===== src/rtl/display_scroll_ctrl.sv =====
// Scrolling 4-character window over a small message RAM, feeding a 4-digit seven-segment mux.
// Host loads the message while idle or paused; start/stop sequence the scroll.
module display_scroll_ctrl #(
    parameter int          ADDR_W     = 4,
    parameter int unsigned SCROLL_DIV = 25000000
) (
    input  logic              clk,
    input  logic              rst,
    input  logic              wr_en,
    input  logic [ADDR_W-1:0] wr_addr,
    input  logic [3:0]        wr_data,
    output logic              wr_ready,
    input  logic              start,
    input  logic              stop,
    input  logic              dir,
    output logic [3:0]        dig3,
    output logic [3:0]        dig2,
    output logic [3:0]        dig1,
    output logic [3:0]        dig0,
    output logic              busy,
    output logic              step_pulse
);

    localparam int          MSG_LEN  = 1 << ADDR_W;
    localparam logic [31:0] DIV_LAST = 32'(SCROLL_DIV - 1);

    typedef enum logic [1:0] {
        IDLE  = 2'd0,
        RUN   = 2'd1,
        PAUSE = 2'd2
    } state_t;

    state_t            state;
    logic [ADDR_W-1:0] ptr;
    logic [31:0]       div_cnt;
    logic [3:0]        msg [MSG_LEN];

    logic [ADDR_W-1:0] idx1;
    logic [ADDR_W-1:0] idx2;
    logic [ADDR_W-1:0] idx3;

    assign wr_ready = (state != RUN);

    // Window indices wrap naturally because they are ADDR_W bits wide.
    assign idx1 = ptr + ADDR_W'(1);
    assign idx2 = ptr + ADDR_W'(2);
    assign idx3 = ptr + ADDR_W'(3);

    // Sequencer: stop has priority over start everywhere; pause freezes ptr and div_cnt.
    always_ff @(posedge clk or negedge rst) begin
        if (!rst) begin
            state      <= IDLE;
            ptr        <= '0;
            div_cnt    <= '0;
            busy       <= 1'b0;
            step_pulse <= 1'b0;
        end else begin
            step_pulse <= 1'b0;
            case (state)
                IDLE: begin
                    if (!stop && start) begin
                        state   <= RUN;
                        busy    <= 1'b1;
                        ptr     <= '0;
                        div_cnt <= '0;
                    end
                end
                RUN: begin
                    if (stop) begin
                        state <= PAUSE;
                        busy  <= 1'b0;
                    end else if (div_cnt == DIV_LAST) begin
                        div_cnt    <= '0;
                        ptr        <= dir ? (ptr - ADDR_W'(1)) : (ptr + ADDR_W'(1));
                        step_pulse <= 1'b1;
                    end else begin
                        div_cnt <= div_cnt + 32'd1;
                    end
                end
                PAUSE: begin
                    if (stop) begin
                        state   <= IDLE;
                        ptr     <= '0;
                        div_cnt <= '0;
                    end else if (start) begin
                        state <= RUN;
                        busy  <= 1'b1;
                    end
                end
                default: begin
                    state   <= IDLE;
                    busy    <= 1'b0;
                    ptr     <= '0;
                    div_cnt <= '0;
                end
            endcase
        end
    end

    // Message store; host writes are dropped silently while scrolling.
    always_ff @(posedge clk or negedge rst) begin
        if (!rst) begin
            for (int i = 0; i < MSG_LEN; i++) begin
                msg[i] <= '0;
            end
        end else if (wr_en && wr_ready) begin
            msg[wr_addr] <= wr_data;
        end
    end

    always_ff @(posedge clk or negedge rst) begin
        if (!rst) begin
            dig3 <= '0;
            dig2 <= '0;
            dig1 <= '0;
            dig0 <= '0;
        end else begin
            dig3 <= msg[ptr];
            dig2 <= msg[idx1];
            dig1 <= msg[idx2];
            dig0 <= msg[idx3];
        end
    end

endmodule


===== config.mk =====
export PLATFORM = sky130hd
export DESIGN_NAME = display_scroll_ctrl
export DESIGN_NICKNAME = d
export VERILOG_FILES = /design/src/rtl/display_scroll_ctrl.sv
export SDC_FILE = /design/constraint.sdc
export NUM_CORES = 1
export LEC_CHECK = 0
export BUFFER_PORTS_ARGS = -buffer_cell sky130_fd_sc_hd__buf_2
export CAP_MARGIN = 20
export CORE_ASPECT_RATIO = 1.1
export CORE_UTILIZATION = 25
export DETAILED_ROUTE_END_ITERATION = 12
export GPL_ROUTABILITY_DRIVEN = 0
export PLACE_DENSITY = 0.42
export SYNTH_ARGS = -nofsm -noshare
export SYNTH_HDL_FRONTEND = slang
export SYNTH_SLANG_ARGS = --single-unit

===== constraint.sdc =====
create_clock -name clk -period 3.9 [get_ports clk]
set_input_delay 0.78 -clock clk [delete_from_list [all_inputs] [get_ports clk]]
set_output_delay 0.78 -clock clk [all_outputs]
set_load 0.02 [all_outputs]

# Word level (Yosys, flattened, before mapping)

Cells that the tools add are included.

Word-level logic and storage cells: 101
Flip-flop bits (word level): 120
Bits of input ports: 14
Output and inout bits: 19

Mux-type cells: 39
Equality and inequality tests: 12
Add/sub/neg operators: 5
Bitwise gates (word level): 5
Reduce and logical (&&, ||, !) cells: 9
Order comparisons: 6

Operators by type and width:

| kind                    | count |
|---|---|
| $mux W32                | 4 |
| $pmux W32 S3            | 1 |
| $bmux W4 S4             | 4 |
| $bwmux W64              | 1 |
| $mux W4                 | 14 |
| $add A32 B1 Y32 const B | 1 |
| $eq A32 B25 Y1 const B  | 1 |
| $ge A5 B5 Y1 const B    | 5 |
| $not A4 Y5              | 5 |
| $demux W4 S4            | 1 |
| $ne A2 B2 Y1 const B    | 7 |
| $pmux W4 S3             | 1 |
| $add A4 B2 Y4 const B   | 2 |
| $mux W2                 | 4 |
| $reduce_and A4 Y1       | 2 |
| $mux W1                 | 7 |
| $pmux W2 S3             | 1 |
| $reduce_and A3 Y1       | 2 |
| $lt A5 B1 Y1 const B    | 1 |
| $add A4 B1 Y4 const B   | 1 |
| $sub A4 B1 Y4 const B   | 1 |
| $logic_and A1 B1 Y1     | 3 |
| $ne A3 B3 Y1 const B    | 1 |
| $pmux W1 S3             | 1 |
| other kinds (5)         | 5 |

# Longest topological paths before layout

Depth after elaboration: 6
Gate-level depth with buffers: 11
Gate-level depth less buffers: 7

# Least setup slack after synthesis

Ideal clock, no wire load.

Path kind: reg2reg
From: register ptr[1]
To: register dig0[2]
Period minus slack after synthesis: 2.950 ns
Stages on the path, launching flop included: 10
Setup time: 0.138 ns
Buffers on the path: 5
Slack: 0.950 ns
Arrival: 2.812 ns
Data required time: 3.762 ns
Cells stage by stage: dfrtp_1 -> buf_2 -> buf_1 -> buf_2 -> inv_1 -> ha_1 -> clkbuf_1 -> clkbuf_1 -> o21ai_0 -> mux4_2

Cells in the longest elaborated chain, start to end: 5

RTL lines:

| item                                       | line | source |
|---|---|---|
| from (decl)                                | 34   | `logic [ADDR_W-1:0] ptr;` |
| from (signal assigned)                     | 74   | `ptr <= dir ? (ptr - ADDR_W'(1)) : (ptr + ADDR_W'(1));` |
| $add A4 B2 Y4                              | 47   | `assign idx3 = ptr + ADDR_W'(3);` |
| $not A4 Y5 (implied by the code)           | 121  | `dig0 <= msg[idx3];` |
| $bmux W4 S4                                | 121  |  |
| $mux W4 (implied by the code) (2 in a row) | 121  |  |
| to (signal assigned)                       | 121  |  |
| to (decl)                                  | 19   | `output logic [3:0] dig0,` |

No other way between the ends. The select of a mux whose other input is x is not followed.
A chain may end at the register's enable or synchronous reset.

# Worst setup path after layout

From: register ptr[0]
To: register dig2[2]

Cells in the longest elaborated chain, start to end: 5

RTL lines:

| item                                       | line | source |
|---|---|---|
| $add A4 B1 Y4                              | 45   | `assign idx1 = ptr + ADDR_W'(1);` |
| $not A4 Y5 (implied by the code)           | 119  | `dig2 <= msg[idx1];` |
| $bmux W4 S4                                | 119  |  |
| $mux W4 (implied by the code) (2 in a row) | 119  |  |
| to (signal assigned)                       | 119  |  |
| to (decl)                                  | 17   | `output logic [3:0] dig2,` |

No other way between the ends. The select of a mux whose other input is x is not followed.

==> tab_implementation.tex <==
\begin{tabular}{lr}
\hline
Metric & Value \\
\hline
\multicolumn{2}{l}{\textbf{Outcome}} \\
\quad Result of the run & finished, final reports clean \\
\multicolumn{2}{l}{\textbf{Clocking}} \\
\quad Number of hold-repair buffers added at the cts stage & 0 \\
\quad Number of buffers on the longest clock path & 2 \\
\quad Clock root cell & sky130\_fd\_sc\_hd\_\_clkbuf\_16 \\
\quad Cts repair resizes & 0 \\
\quad CTS tree & done \\
\quad Clock-pin slew on the worst setup and hold paths & 0.06 ns \\
\quad Setup fix buffers added after clock tree synthesis & 0 \\
\quad TritonCTS sink count & 120 \\
\quad Deepest level of the CTS H-tree & 4 \\
\quad Clock buffers created by TritonCTS & 17 \\
\quad Clk Latency, worst-skew pair & 0.42 ns \\
\multicolumn{2}{l}{\textbf{STA}} \\
\quad Number of hold violations in the final report & 0 \\
\quad Final number of max-transition violations & 0 \\
\quad Total negative slack for setup checks & 0 ns \\
\quad Period minus WS final & approximately 2.7 ns \\
\quad Final cycle utilization of the critical path & 69.2\% \\
\quad Final setup vio count & 0 \\
\quad Hold WS & 0.192 ns \\
\quad Setup repair after global routing missed its margin & no \\
\quad Clock Skew & 0.0141 ns \\
\quad Headroom to the max-slew limit & 41.5\% \\
\quad F\_max & 0.370 GHz \\
\quad Transition time of the tightest slew-check pin & 0.871 ns \\
\quad Final critical-path setup slack & 1.20 ns \\
\multicolumn{2}{l}{\textbf{Synthesis}} \\
\quad Synth top cells by count & 120 x sky130\_fd\_sc\_hd\_\_dfrtp\_1, 83 x sky130\_fd\_sc\_hd\_\_mux2\_2, 53 x sky130\_fd\_sc\_hd\_\_nor2\_1 \\
\quad Seq/Total Area, Yosys & 43.1\% \\
\quad Cell taking the most area after synthesis & sky130\_fd\_sc\_hd\_\_dfrtp\_1 \\
\quad Number of unique standard cell types used by synthesis & 48 \\
\quad Dominant cell by count in the synthesized netlist & sky130\_fd\_sc\_hd\_\_dfrtp\_1 \\
\quad Synth async-reset ratio & 100\% \\
\quad Mean cell area of the mapped netlist & $\sim$12 sq um \\
\quad FF+latch count, synth & 120 \\
\quad Dominant register cell in the synthesized netlist & sky130\_fd\_sc\_hd\_\_dfrtp\_1 \\
\quad Top area cells in the synthesized netlist & sky130\_fd\_sc\_hd\_\_dfrtp\_1 43\%, sky130\_fd\_sc\_hd\_\_mux4\_2 16\%, sky130\_fd\_sc\_hd\_\_mux2\_2 13\% \\
\quad Instance count of the mapped netlist & between 500 and 600 \\
\quad Number of flops mapped to enable cells by yosys & 0 \\
\quad Area share of the leading cell type in the synthesized netlist & 43.1\% \\
\quad Synth Cell Area & $\sim$7000 sq um \\
\quad Number of warnings reported in the yosys synthesis log & 0 \\
\quad Number of nets in the synthesized netlist & 613 \\
\multicolumn{2}{l}{\textbf{Floorplanning}} \\
\quad Die area & 28500 sq um \\
\quad Core ar. & roughly 27000 sq um \\
\quad Row count & 63 \\
\quad IO Count & 33 \\
\quad Initial standard-cell utilization of the core & between 20\% and 30\% \\
\quad Chip width & 161 um \\
\quad Die Y-Extent & 177 um \\
\multicolumn{2}{l}{\textbf{Global route}} \\
\quad Number of global-route vias before repair & 4950 \\
\quad Overflow after GRT & 0 \\
\quad Initial antenna violation count & 7 \\
\quad Global-route wire length before repair & 29.3 mm \\
\quad All-Layer GR Usage & 13.6\% \\
\quad Maximum number of pins on one net before global-route repair & 73 \\
\multicolumn{2}{l}{\textbf{Detailed routing}} \\
\quad Routed vias & 4894 \\
\quad Starting DRT DRC Count & 283 \\
\quad Final ANT Viol Nets & 0 \\
\quad Count of unresolved DRC violations after routing & 0 \\
\quad Routed metal-1 wire length & 8.22 mm \\
\quad Aggregate routed wire length & 18.1 mm \\
\quad Routed wirelength normalized by instance count & 18.3 um \\
\quad DR vias/cell & just under 5 \\
\quad Met2 WL post-DR & about 8.6 mm \\
\quad Met3 layer wire length in the routed design & a little under 1 mm \\
\quad 1st-pass router iterations & 4 \\
\quad Highest metal layer with signal wires & met5 \\
\multicolumn{2}{l}{\textbf{Worst setup path}} \\
\quad Cell count of the worst reg-to-reg path & 6 \\
\quad Signal arrival time at the worst endpoint & around 3 ns \\
\quad Critical Path Start Type & flip-flop \\
\quad Endpoint class of the critical path & flip-flop \\
\quad Reg-to-reg critical path startpoint & ptr[0] \\
\quad Data required time of the critical path & 4.25 ns \\
\quad Series of cell instances along the critical path & inv\_1 -> ha\_1 -> buf\_4 -> o21ai\_0 -> mux4\_2 -> inv\_1 \\
\quad Library cell contributing the largest single delay on the critical path & sky130\_fd\_sc\_hd\_\_dfrtp\_4 \\
\quad Max incr delay on CP & around 0.86 ns \\
\quad Classification of the worst setup path & flip-flop to flip-flop \\
\quad Worst setup slack for register-to-register paths & roughly 1.2 ns \\
\quad Critical path fanouts, max & 65 \\
\quad Worst reg2reg endpoint & dig2[2] \\
\quad Most numerous cell on the critical path & sky130\_fd\_sc\_hd\_\_inv\_1 \\
\multicolumn{2}{l}{\textbf{Placed design}} \\
\quad Placed instance area & about 7500 sq um \\
\quad Detailed Place HPWL & 13.2 mm \\
\quad Number of port buffers & 32 \\
\quad Setup slack after placement & 1.11 ns \\
\multicolumn{2}{l}{\textbf{Pwr}} \\
\quad Peak supply drop & 0.188 mV \\
\quad Total leakage power & 3.14 nW \\
\quad PwrDens & 500 nW/um\^{}2 \\
\multicolumn{2}{l}{\textbf{Worst hold path}} \\
\quad Worst hold path type & input port to asynchronous set/reset pin \\
\multicolumn{2}{l}{\textbf{Layout}} \\
\quad Nets@finish & 635 \\
\quad Ratio of cells with drive above 1 in the final layout & 33.8\% \\
\quad Area Growth Syn to Fin & 16.2\% \\
\quad Final design instance area without fill & 8100 sq um \\
\multicolumn{2}{l}{\textbf{Run}} \\
\quad \# Max-Cap Violations & 0 \\
\hline
\end{tabular}
## worst max path at each step
stage | cells after the start | endpoint | slack, ns | start
final | 6 | dig2[2] | 1.20 | ptr[0]
after global routing | 6 | dig2[2] | 1.02 | ptr[0]
after CTS | 6 | dig2[2] | 1.22 | ptr[0]
after detailed placement | 7 | div_cnt[31] | 1.11 | start
after global placement | 7 | div_cnt[31] | 1.14 | start
after floorplan | 9 | dig0[2] | 0.95 | ptr[1]
## worst max-delay path: cells and delay by family (launching register included)
| family | cells | cell delay [ns] |
|---|---|---|
| flops | 1 | 0.86 |
| mux | 1 | 0.52 |
| fa+ha+maj | 1 | 0.30 |
| compound gates | 1 | 0.29 |
| buf+inv | 3 | 0.63 |
## stage by stage
stage / cells / power [mW] / utilization (%)
6_report: 988 / 4.05 / 29.8
3_3_place_gp: 952 / 2.41 / 27.5
3_5_place_dp: 952 / 2.44 / 27.5
4_1_cts: 984 / 4.10 / 29.7
5_1_grt: 985 / 4.25 / 29.8
2_1_floorplan: 592 / 2.16 / -
## sequential cells by signal, summed over array words and instances, names as in the netlist
register / cells
busy: 1
dig0: 4
dig1: 4
dig2: 4
dig3: 4
div_cnt: 32
msg: 64
ptr: 4
state: 2
step_pulse: 1
## kinds of logic (layout without fill, tap and decap cells)
logic type / count (synthesis) / after routing / share of synthesized area, %
flip-flops: 120 / 120 / 43.1
multiplexers: 148 / 148 / 31.4
other: 0 / 4 / 0
AND/OR/NAND/NOR: 170 / 170 / 12.1
AO/OA/AOI/OAI: 70 / 70 / 5.73
XOR/XNOR: 27 / 27 / 3.39
adder cells (fa/ha/maj): 7 / 7 / 1.26
buffers and inverters: 50 / 85 / 3.09
## area by class of cell
| cell class | instances | area [sq um] |
|---|---|---|
| Clock inverter | 14 | 173 |
| Tap cell | 357 | 447 |
| Antenna cell | 4 | 10.0 |
| Inverter | 13 | 48.8 |
| Timing Repair Buffer | 40 | 235 |
| Fill cell | 2744 | 19100 |
| Clock buffer | 18 | 429 |
| Sequential cell | 120 | 3010 |
| Multi-Input combinational cell | 422 | 3750 |
## report_power, final
| group | internal, mW | switching, mW |
|---|---|---|
| sequential | 1.46 | 0.184 |
| clock | 1.01 | 0.626 |
| combinational | 0.411 | 0.356 |
| total | 2.88 | 1.17 |
## metal layers
metal	vias up	GRT usage (%)
met1	2522	17.6
met3	19	3.80
met5	-	0
li1	2247	-
met2	102	21.9
met4	4	4.28
## placed cells by master, fill, tap and decap left out, drive strengths merged, types with 2 or more instances in the layout
master    count
nand3        11
nor2         53
xor2          6
nor2b         2
a22o          2
buf          40
diode         4
o31ai         2
nor3         17
nor4         10
or4           7
clkinv        6
mux2i        17
and4          2
o21a          2
o211ai        2
nand2        40
ha            7
clkinvlp      2
a21oi        29
bufinv        3
nand4         7
o21ai        28
nand2b        4
or3           6
mux4         48
dfrtp       120
and3          4
xnor2        21
nand4b        2
mux2         83
inv          16
clkbuf       18
Power figures use the tool's default switching activity.
